<file path="config.mk">
export PLATFORM = sky130hd
export DESIGN_NAME = uart_tx_fifo
export DESIGN_NICKNAME = d
export VERILOG_FILES = /design/src/rtl/uart_tx_fifo.sv
export SDC_FILE = /design/constraint.sdc
export NUM_CORES = 1
export LEC_CHECK = 0
export CORE_ASPECT_RATIO = 0.5
export CORE_MARGIN = 2
export CORE_UTILIZATION = 40
export CTS_BUF_LIST = sky130_fd_sc_hd__clkbuf_8 sky130_fd_sc_hd__clkbuf_16
export CTS_CLUSTER_DIAMETER = 80
export DETAILED_ROUTE_END_ITERATION = 16
export PLACE_DENSITY_LB_ADDON = 0.3
export SLEW_MARGIN = 20
export SYNTH_ARGS = -nofsm -noshare
export SYNTH_HDL_FRONTEND = slang
export SYNTH_SLANG_ARGS = --single-unit
</file>
<file path="constraint.sdc">
create_clock -name clk -period 2.7 [get_ports clk]
set_input_delay 0.405 -clock clk [delete_from_list [all_inputs] [get_ports clk]]
set_output_delay 0.405 -clock clk [all_outputs]
set_load 0.02 [all_outputs]
</file>
<file path="src/rtl/uart_tx_fifo.sv">
// -----------------------------------------------------------------------------
// uart_tx_fifo
//   Buffered 8N1 UART transmitter. Bytes written through wr_en/wr_data are
//   queued in a small FIFO. Each byte is sent on txd LSB first, framed by a
//   start bit, an optional parity bit and one stop bit. Frames go out
//   back-to-back for as long as the FIFO holds data.
//
// Parameters
//   CLKS_PER_BIT  clock cycles per bit period (2..65535)
//   FIFO_DEPTH    FIFO entries, power of two, >= 2
//   PARITY_EN     1 inserts a parity bit after the data bits
//   PARITY_ODD    0 even parity, 1 odd parity (only used when PARITY_EN=1)
//
// Ports
//   clk      in   system clock, rising edge
//   rst      in   asynchronous active-low reset
//   wr_en    in   write strobe, one byte per cycle
//   wr_data  in   byte to queue
//   full     out  FIFO occupancy equals FIFO_DEPTH
//   count    out  FIFO occupancy
//   ovf      out  one-cycle pulse after a write was dropped because full
//   busy     out  high whenever the transmit FSM is not idle
//   txd      out  serial output, idles high, driven from a flop
// -----------------------------------------------------------------------------
module uart_tx_fifo #(
    parameter int CLKS_PER_BIT = 868,
    parameter int FIFO_DEPTH   = 4,
    parameter int PARITY_EN    = 0,
    parameter int PARITY_ODD   = 0
) (
    input  logic                        clk,
    input  logic                        rst,
    input  logic                        wr_en,
    input  logic [7:0]                  wr_data,
    output logic                        full,
    output logic [$clog2(FIFO_DEPTH):0] count,
    output logic                        ovf,
    output logic                        busy,
    output logic                        txd
);

    localparam int PW = $clog2(FIFO_DEPTH);
    localparam int CW = PW + 1;
    localparam int BW = $clog2(CLKS_PER_BIT);

    typedef enum logic [2:0] {
        S_IDLE,
        S_START,
        S_DATA,
        S_PARITY,
        S_STOP
    } state_t;

    // FIFO storage and bookkeeping
    logic [7:0]    mem_q [FIFO_DEPTH];
    logic [PW-1:0] wr_ptr_q;
    logic [PW-1:0] rd_ptr_q;
    logic [CW-1:0] count_q;
    logic [CW-1:0] count_d;
    logic          ovf_q;

    // Transmit FSM state
    state_t        state_q;
    logic [BW-1:0] baud_q;
    logic [2:0]    bit_q;
    logic [7:0]    shift_q;
    logic          par_q;
    logic          txd_q;
    logic          busy_q;

    logic          full_w;
    logic          wr_ok;
    logic          baud_end;
    logic          pop;
    logic [7:0]    head_w;
    logic          head_par;

    // full comes from the registered count, so a write and a pop on the same
    // edge while full still drops the write.
    assign full_w   = (count_q == CW'(FIFO_DEPTH));
    assign wr_ok    = wr_en && !full_w;
    assign baud_end = (baud_q == BW'(CLKS_PER_BIT - 1));
    assign head_w   = mem_q[rd_ptr_q];
    assign head_par = (^head_w) ^ (PARITY_ODD != 0);

    // A byte leaves the FIFO when idle, or on the last cycle of a stop bit so
    // the next start bit follows with no idle gap.
    assign pop = (count_q != '0) &&
                 ((state_q == S_IDLE) || ((state_q == S_STOP) && baud_end));

    always_comb begin
        count_d = count_q;
        case ({wr_ok, pop})
            2'b10:   count_d = count_q + CW'(1);
            2'b01:   count_d = count_q - CW'(1);
            default: count_d = count_q;
        endcase
    end

    // Storage array carries no reset; only the pointers and count define
    // which entries are valid.
    always_ff @(posedge clk) begin
        if (wr_ok) begin
            mem_q[wr_ptr_q] <= wr_data;
        end
    end

    always_ff @(posedge clk or negedge rst) begin
        if (!rst) begin
            wr_ptr_q <= '0;
            rd_ptr_q <= '0;
            count_q  <= '0;
            ovf_q    <= 1'b0;
        end else begin
            if (wr_ok) begin
                wr_ptr_q <= wr_ptr_q + PW'(1);
            end
            if (pop) begin
                rd_ptr_q <= rd_ptr_q + PW'(1);
            end
            count_q <= count_d;
            ovf_q   <= wr_en && full_w;
        end
    end

    always_ff @(posedge clk or negedge rst) begin
        if (!rst) begin
            state_q <= S_IDLE;
            baud_q  <= '0;
            bit_q   <= '0;
            shift_q <= '0;
            par_q   <= 1'b0;
            txd_q   <= 1'b1;
            busy_q  <= 1'b0;
        end else begin
            case (state_q)
                S_IDLE: begin
                    baud_q <= '0;
                    bit_q  <= '0;
                    if (pop) begin
                        state_q <= S_START;
                        shift_q <= head_w;
                        par_q   <= head_par;
                        txd_q   <= 1'b0;
                        busy_q  <= 1'b1;
                    end else begin
                        txd_q  <= 1'b1;
                        busy_q <= 1'b0;
                    end
                end

                S_START: begin
                    if (baud_end) begin
                        baud_q  <= '0;
                        state_q <= S_DATA;
                        txd_q   <= shift_q[0];
                    end else begin
                        baud_q <= baud_q + BW'(1);
                    end
                end

                S_DATA: begin
                    if (baud_end) begin
                        baud_q <= '0;
                        if (bit_q == 3'd7) begin
                            bit_q <= '0;
                            if (PARITY_EN != 0) begin
                                state_q <= S_PARITY;
                                txd_q   <= par_q;
                            end else begin
                                state_q <= S_STOP;
                                txd_q   <= 1'b1;
                            end
                        end else begin
                            bit_q   <= bit_q + 3'd1;
                            shift_q <= shift_q >> 1;
                            // Present the next data bit at the boundary so
                            // txd stays a pure flop output.
                            txd_q   <= shift_q[1];
                        end
                    end else begin
                        baud_q <= baud_q + BW'(1);
                    end
                end

                S_PARITY: begin
                    if (baud_end) begin
                        baud_q  <= '0;
                        state_q <= S_STOP;
                        txd_q   <= 1'b1;
                    end else begin
                        baud_q <= baud_q + BW'(1);
                    end
                end

                S_STOP: begin
                    if (baud_end) begin
                        baud_q <= '0;
                        if (pop) begin
                            state_q <= S_START;
                            shift_q <= head_w;
                            par_q   <= head_par;
                            txd_q   <= 1'b0;
                        end else begin
                            state_q <= S_IDLE;
                            txd_q   <= 1'b1;
                            busy_q  <= 1'b0;
                        end
                    end else begin
                        baud_q <= baud_q + BW'(1);
                    end
                end

                default: begin
                    state_q <= S_IDLE;
                    baud_q  <= '0;
                    txd_q   <= 1'b1;
                    busy_q  <= 1'b0;
                end
            endcase
        end
    end

    assign full  = full_w;
    assign count = count_q;
    assign ovf   = ovf_q;
    assign busy  = busy_q;
    assign txd   = txd_q;

endmodule

</file>
==> results_dict.tcl, run 1 <==
set metrics [dict create \
    dp_hpwl_um 3470 \
    finalMaxSlewViolations 0 \
    setup_tns_ns 0 \
    design.portCount 18 \
    worst_pin_slew_ns 0.652 \
    areaGrowthSynthToFinish_pct 21.1 \
    synthesis.instances 211 \
    synth_top_cell_area_share 0.321 \
    fmax_mhz 400 \
    wl_per_cell_um 15.5 \
    worstPathCellList "ha_2 > or3b_4 > o31ai_4 > nand2_1 > inv_1 > ha_1 > inv_1 > fa_1 > xor2_1 > nor2_1 > xor2_1" \
    yosysSeqAreaShare 0.606 \
    final_hold_viol_count 0 \
    maximum_number_of_pins_on_one_net_before_global_route_repair 35 \
    timing.critical_path.slowest_cell_delay_ns 0.43 \
    setup_slack_ns 0.203 \
    synth_ff_type "sky130_fd_sc_hd__dfrtp_1" \
    synth.lib_cells_used.distinct 47 \
    yosys_register_bits 66 \
    vias 1749 \
    clk-insertion-delay-late_ns 0.33 \
    hold_path.class "input pin to asynchronous set/reset pin" \
    crit_start "baud_q[1]" \
    timing.clock.skew_ns 0.00422 \
    nNetsFinal 258 \
    async_reset_ff_frac 0.515 \
    min_period_over_period 0.925 \
    critical_path_required_ns 2.95 \
    initialDrtViolationCount 96 \
    tritoncts_clock_tree "built" \
    synth.cell_area_mm2 0.00299 \
    worst_setup_hold_path_clk_slew_ns 0.06 \
    design.core.area_mm2 0.00729 \
    numPortBuffers 17 \
    maxSlewHeadroom 0.565 \
    critical_path.reg2reg.startpoint "baud_q[1]" \
    placement_rows 22 \
    first_global_vias 1825 \
    synth.yosys.warnings 0 \
    timing.max_cap.violations 0 \
    power-per-cell-area_mw_per_mm2 803 \
    yosys.area.top_type "sky130_fd_sc_hd__edfxtp_1" \
    multi_input_comb_area_mm2 0.00112 \
    synth_enable_flop_cells 32 \
    num_antenna_cells 0 \
    h-tree-depth 3 \
    overflow 0 \
    finalSetupViolCount 0 \
    floorplan.die.height_um 65.1 \
    worst-setup-path-type "register to register" \
    routed_via_density 5.16 \
    ir_drop_uv 576 \
    syn_nets 231 \
    number_of_buffers_created_by_cts 9 \
    wirelength_um 5240 \
    netlist_top_cells_area "sky130_fd_sc_hd__edfxtp_1, sky130_fd_sc_hd__dfrtp_1, sky130_fd_sc_hd__mux2_2" \
    cts.path.max_buffers 2 \
    cp_slowest_cell "sky130_fd_sc_hd__or3b_4" \
    root_buffer_cell "sky130_fd_sc_hd__clkbuf_16" \
    post-route-min-period_ns 2.50 \
    run_status "finished clean" \
    finalPower_mw 2.91 \
    place.gp.congestion 0.794 \
    ant_nets 0 \
    drive_gt1_frac 0.235 \
    average_instance_area_after_synthesis_um2 14.2 \
    p_leak_nw 1.44 \
    floorplan.die_area_mm2 0.00823 \
    timing.critical_path.from_type "register" \
    grt_first_pass_wirelength_um 9110 \
    fp.dieW_um 126 \
    critical_path.endpoint_type "register" \
    top_delay_family_on_crit_path "adder cells" \
    yosys-top-cells-count "sky130_fd_sc_hd__dfrtp_1, sky130_fd_sc_hd__edfxtp_1, sky130_fd_sc_hd__nor2_1" \
    post-synth-top-count-cell "sky130_fd_sc_hd__dfrtp_1" \
    pre_cts_slack_ns 0.0701 \
    floorplan.initialDensity 0.410 \
    worst_path_arrival_ns 2.75 \
    worstPathBufferInverterCount 2 \
    seqCellArea_mm2 0.00181 \
    worst-path-max-fanout 4 \
    antenna_found_initial 0 \
    drc 0 \
    dr.pass1.iters 4 \
    grt_setup_unrepaired "false" \
    grt_use_total 0.150 \
    fillCellCount 597 \
    numClockSinks 66 \
    final_util 0.497 \
]
-- cells in the final DEF (no fill, tap or decap), types with 3 or more instances in the layout --
cell type and n:
sky130_fd_sc_hd__nand2_1 10, sky130_fd_sc_hd__nor2_1 17, sky130_fd_sc_hd__ha_1 7, sky130_fd_sc_hd__and3_1 5, sky130_fd_sc_hd__clkdlybuf4s50_1 17, sky130_fd_sc_hd__inv_1 9
sky130_fd_sc_hd__xor2_1 4, sky130_fd_sc_hd__a21oi_1 3, sky130_fd_sc_hd__clkbuf_16 9, sky130_fd_sc_hd__mux4_2 8, sky130_fd_sc_hd__xnor2_1 10, sky130_fd_sc_hd__edfxtp_1 32
sky130_fd_sc_hd__mux2_2 16, sky130_fd_sc_hd__nor3_1 6, sky130_fd_sc_hd__buf_4 6, sky130_fd_sc_hd__dfrtp_1 33, sky130_fd_sc_hd__nand3_1 8
-- power by group --
group	internal [mW]	switching [mW]	total, mW
clock	0.805	0.416	1.22
sequential	1.21	0.0620	1.27
combinational	0.186	0.230	0.416
total	2.20	0.708	2.91
-- per-stage QoR --
step / instance area, um^2 / instances / hold slack [ns]
global placement: 3270 / 321 / 0.444
global route: 3620 / 339 / 0.509
floorplan: 2990 / 211 / 0.109
CTS: 3590 / 337 / 0.469
finish: 3620 / 339 / 0.483
detailed placement: 3270 / 321 / 0.463
-- flip-flops by register name (all words and copies together) (netlist names) --
register / cells
baud_q: 10
bit_q: 3
busy: 1
count: 3
mem_q: 32
ovf: 1
rd_ptr_q: 2
shift_q: 8
state_q: 3
txd: 1
wr_ptr_q: 2
-- repair_timing --
action                                  4_1_cts  5_1_grt
hold buffers                                  0        0
endpoints found under the setup margin        0        1
buffers inserted                              0        2
resized for setup                             0        3
-- path summary, 6_finish.rpt --
path	to	slack [ns]	cells past startpoint
worst max-delay path	count[2]	0.20	11
worst min-delay path	ovf	0.48	2
worst max register to register	count[2]	0.20	11
worst min register to register	shift_q[4]	0.50	1
max in group asynchronous	txd	1.87	2
min in group clk	shift_q[4]	0.50	1
-- final cells by class --
cell class,count,share of cell area
Clock buffer,9,0.0622
Clock inverter,7,0.0256
Inverter,9,0.00933
Multi-Input combinational cell,129,0.310
Sequential cell,66,0.501
Tap cell,96,0.0332
Timing Repair Buffer,23,0.0594
-- per-layer routing --
layer	routed length, um	vias to the layer above	track usage
met5	0	-	0
met4	56	0	0.0549
met3	276	7	0.0741
met2	2470	31	0.239
met1	2440	885	0.180
li1	-	826	-
-- kinds of logic (layout without fill, tap and decap cells) --
group	Yosys count	after routing	share of synthesized area
muxes	26	26	0.129
and+or+nand+nor	66	66	0.124
xor gates and xnor gates	14	14	0.0410
AOI/OAI and AO/OA	14	14	0.0356
DFF	66	66	0.606
buffers and inverters	16	48	0.0238
adders and majority gates	9	9	0.0402
No activity file was read; power rests on OpenSTA's default activity.
==> inputs of run 2 (changes only) <==
--- a/config.mk
+++ b/config.mk
@@ -10,7 +10,9 @@
 export CORE_UTILIZATION = 40
 export CTS_BUF_LIST = sky130_fd_sc_hd__clkbuf_8 sky130_fd_sc_hd__clkbuf_16
 export CTS_CLUSTER_DIAMETER = 80
+export CTS_CLUSTER_SIZE = 14
 export DETAILED_ROUTE_END_ITERATION = 16
+export DONT_BUFFER_PORTS = 1
 export PLACE_DENSITY_LB_ADDON = 0.3
 export SLEW_MARGIN = 20
 export SYNTH_ARGS = -nofsm -noshare
==> run 2 against run 1 <==
Clock power about the same. Flip-flop and latch count unchanged. Global-route usage decreased by 0.89 points. Non-clock buffer count decreased by 16. Total power decreased by 1.7%. Critical path type unchanged.
==> results_dict.tcl, run 2 (synthesis gave the netlist of run 1 again) <==
set metrics [dict create \
    routing_layer_with_the_top_usage_in_global_route "met2" \
    worst_pin_slew_ns 0.616 \
    min_period_over_period 0.933 \
    power-per-cell-area_mw_per_mm2 822 \
    nNetsFinal 242 \
    critical_path.endpoint_type "register" \
    worst_path_arrival_ns 2.77 \
    initialDrtViolationCount 89 \
    vias 1657 \
    stdcell_area_mm2 0.00348 \
    grt_use_met2 0.215 \
    drc 0 \
    fp.dieW_um 126 \
    floorplan.die.height_um 65.1 \
    setup_slack_ns 0.181 \
    layout_commonest_cell "sky130_fd_sc_hd__dfrtp_1" \
    seqCellArea_mm2 0.00181 \
    cts.path.max_buffers 2 \
    tritoncts_clock_tree "built" \
    internal_mw 2.15 \
    first_global_vias 1695 \
    timing.clock.skew_ns 0.00614 \
    largest_registers "mem_q x32, baud_q x10, shift_q x8" \
    dp_hpwl_um 3350 \
    multi_input_comb_area_mm2 0.00112 \
    floorplan.initialDensity 0.410 \
    finalPower_mw 2.86 \
    final_util 0.477 \
    numClockSinks 66 \
    antenna_found_initial 0 \
    grt_use_total 0.142 \
    groute.layer.met3.usage 0.0505 \
    timing.max_cap.violations 0 \
    critical_path_required_ns 2.95 \
    setup_tns_ns 0 \
    placed_cell_area_mm2 0.00310 \
    numPortBuffers 0 \
    worst-setup-path-type "register to register" \
    final_hold_viol_count 0 \
    run_status "finished clean" \
    regMostFlops "mem_q" \
    placement_rows 22 \
    power.combinational.fraction 0.104 \
    post-route-min-period_ns 2.52 \
    fmax_mhz 397 \
    ir_drop_uv 410 \
    routed_via_density 5.13 \
    p_leak_nw 1.39 \
    pre_cts_slack_ns 0.0518 \
    maxSlewHeadroom 0.589 \
    root_buffer_cell "sky130_fd_sc_hd__clkbuf_16" \
    grt_first_pass_wirelength_um 8650 \
    fillCellCount 632 \
    timing.critical_path.from_type "register" \
    setup_slack_reg_to_reg_ns 0.18 \
    floorplan.die_area_mm2 0.00823 \
    worst-path-max-fanout 4 \
    grt.met1_usage 0.180 \
    design.portCount 18 \
    net-switching-power_mw 0.711 \
    worst_setup_hold_path_clk_slew_ns 0.06 \
    top_library_cells_by_usage_in_the_layout_fill_and_taps_aside "sky130_fd_sc_hd__dfrtp_1, sky130_fd_sc_hd__edfxtp_1, sky130_fd_sc_hd__nor2_1, sky130_fd_sc_hd__mux2_2" \
    drive_gt1_frac 0.247 \
    clk-insertion-delay-late_ns 0.33 \
    number_of_buffers_created_by_cts 9 \
    place.gp.congestion 0.801 \
    finalSetupViolCount 0 \
    hold_path.class "input pin to register" \
    grt_setup_unrepaired "false" \
    pwr-share-seq 0.458 \
    ant_nets 0 \
    overflow 0 \
    maximum_number_of_pins_on_one_net_before_global_route_repair 35 \
    wl_per_cell_um 15.5 \
    design.core.area_mm2 0.00729 \
    switching_share 0.249 \
    pwr-share-clk 0.438 \
    finalMaxSlewViolations 0 \
    wirelength_um 5020 \
    areaGrowthSynthToFinish_pct 16.3 \
    largest_reg_flops 32 \
    h-tree-depth 3 \
    num_antenna_cells 0 \
    dr.pass1.iters 5 \
]
==> run 2: cell count changes in the layout (fill, tap and decap cells not counted) <==
cell                              before  now
sky130_fd_sc_hd__clkdlybuf4s50_1      17    0
sky130_fd_sc_hd__clkinvlp_4            2    0
sky130_fd_sc_hd__inv_6                 1    3
sky130_fd_sc_hd__buf_12                0    1
sky130_fd_sc_hd__buf_4                 6    5
sky130_fd_sc_hd__clkinv_2              1    0
sky130_fd_sc_hd__clkinv_4              0    1
sky130_fd_sc_hd__dlygate4sd3_1         0    1
sky130_fd_sc_hd__ha_1                  7    8
sky130_fd_sc_hd__ha_2                  1    0
==> run 2: power groups by stage <==
stage / Clock, mW / Sequential (mW) / Combinational (mW)
2_1_floorplan: 0 / 1.31 / 0.227
3_3_place_gp: 0 / 1.32 / 0.280
3_5_place_dp: 0 / 1.33 / 0.296
4_1_cts: 1.27 / 1.31 / 0.314
5_1_grt: 1.33 / 1.33 / 0.340
6_report: 1.25 / 1.31 / 0.298
==> run 2: layout make-up <==
| cell class | instances | area share |
|---|---|---|
| sequential | 66 | 0.521 |
| multi-input combinational | 129 | 0.322 |
| clock buffer | 9 | 0.0647 |
| tap | 96 | 0.0345 |
| clock inverter | 7 | 0.0284 |
| timing repair buffer | 7 | 0.0194 |
| inverter | 9 | 0.00971 |
==> run 2: worst max-delay path, stage by stage, from the launching register on <==
cell                      delay [ns]
sky130_fd_sc_hd__dfrtp_1        0.37
sky130_fd_sc_hd__ha_1           0.21
sky130_fd_sc_hd__or3b_4         0.44
sky130_fd_sc_hd__o31ai_4        0.20
sky130_fd_sc_hd__nand2_1        0.12
sky130_fd_sc_hd__inv_1          0.07
sky130_fd_sc_hd__ha_1           0.17
sky130_fd_sc_hd__inv_1          0.06
sky130_fd_sc_hd__fa_1           0.37
sky130_fd_sc_hd__xor2_1         0.15
sky130_fd_sc_hd__nor2_1         0.12
sky130_fd_sc_hd__xor2_1         0.16
==> run 2: final timing paths <==
path / start / to / depth (start not counted)
max: baud_q[0] / count[2] / 11
min: wr_data[7] / mem_q[3][7] / 0
max reg2reg: baud_q[0] / count[2] / 11
min reg2reg: baud_q[0] / baud_q[0] / 1
max in group asynchronous: rst / txd / 2
min in group asynchronous: rst / wr_ptr_q[1] / 2
==> run 2: per-stage QoR <==
step,hold WS (ns),instances
floorplan,0.109,211
global placement,0.110,304
detailed placement,0.110,304
CTS,0.160,322
global route,0.152,323
finish,0.169,323
==> run 2: routing by layer <==
metal,share of wire,routed length [um],up-vias
met5,0,0,-
met4,0.024,120,0
met3,0.043,218,11
met2,0.46,2320,30
met1,0.47,2360,821
li1,-,-,795
==> run 2: what timing repair did <==
action | 4_1_cts | 5_1_grt
endpoints found under the hold margin | 34 | 0
setup endpoints to repair | 0 | 1
gates resized for setup | 0 | 2
hold buffers | 2 | 0
buffers inserted | 0 | 1
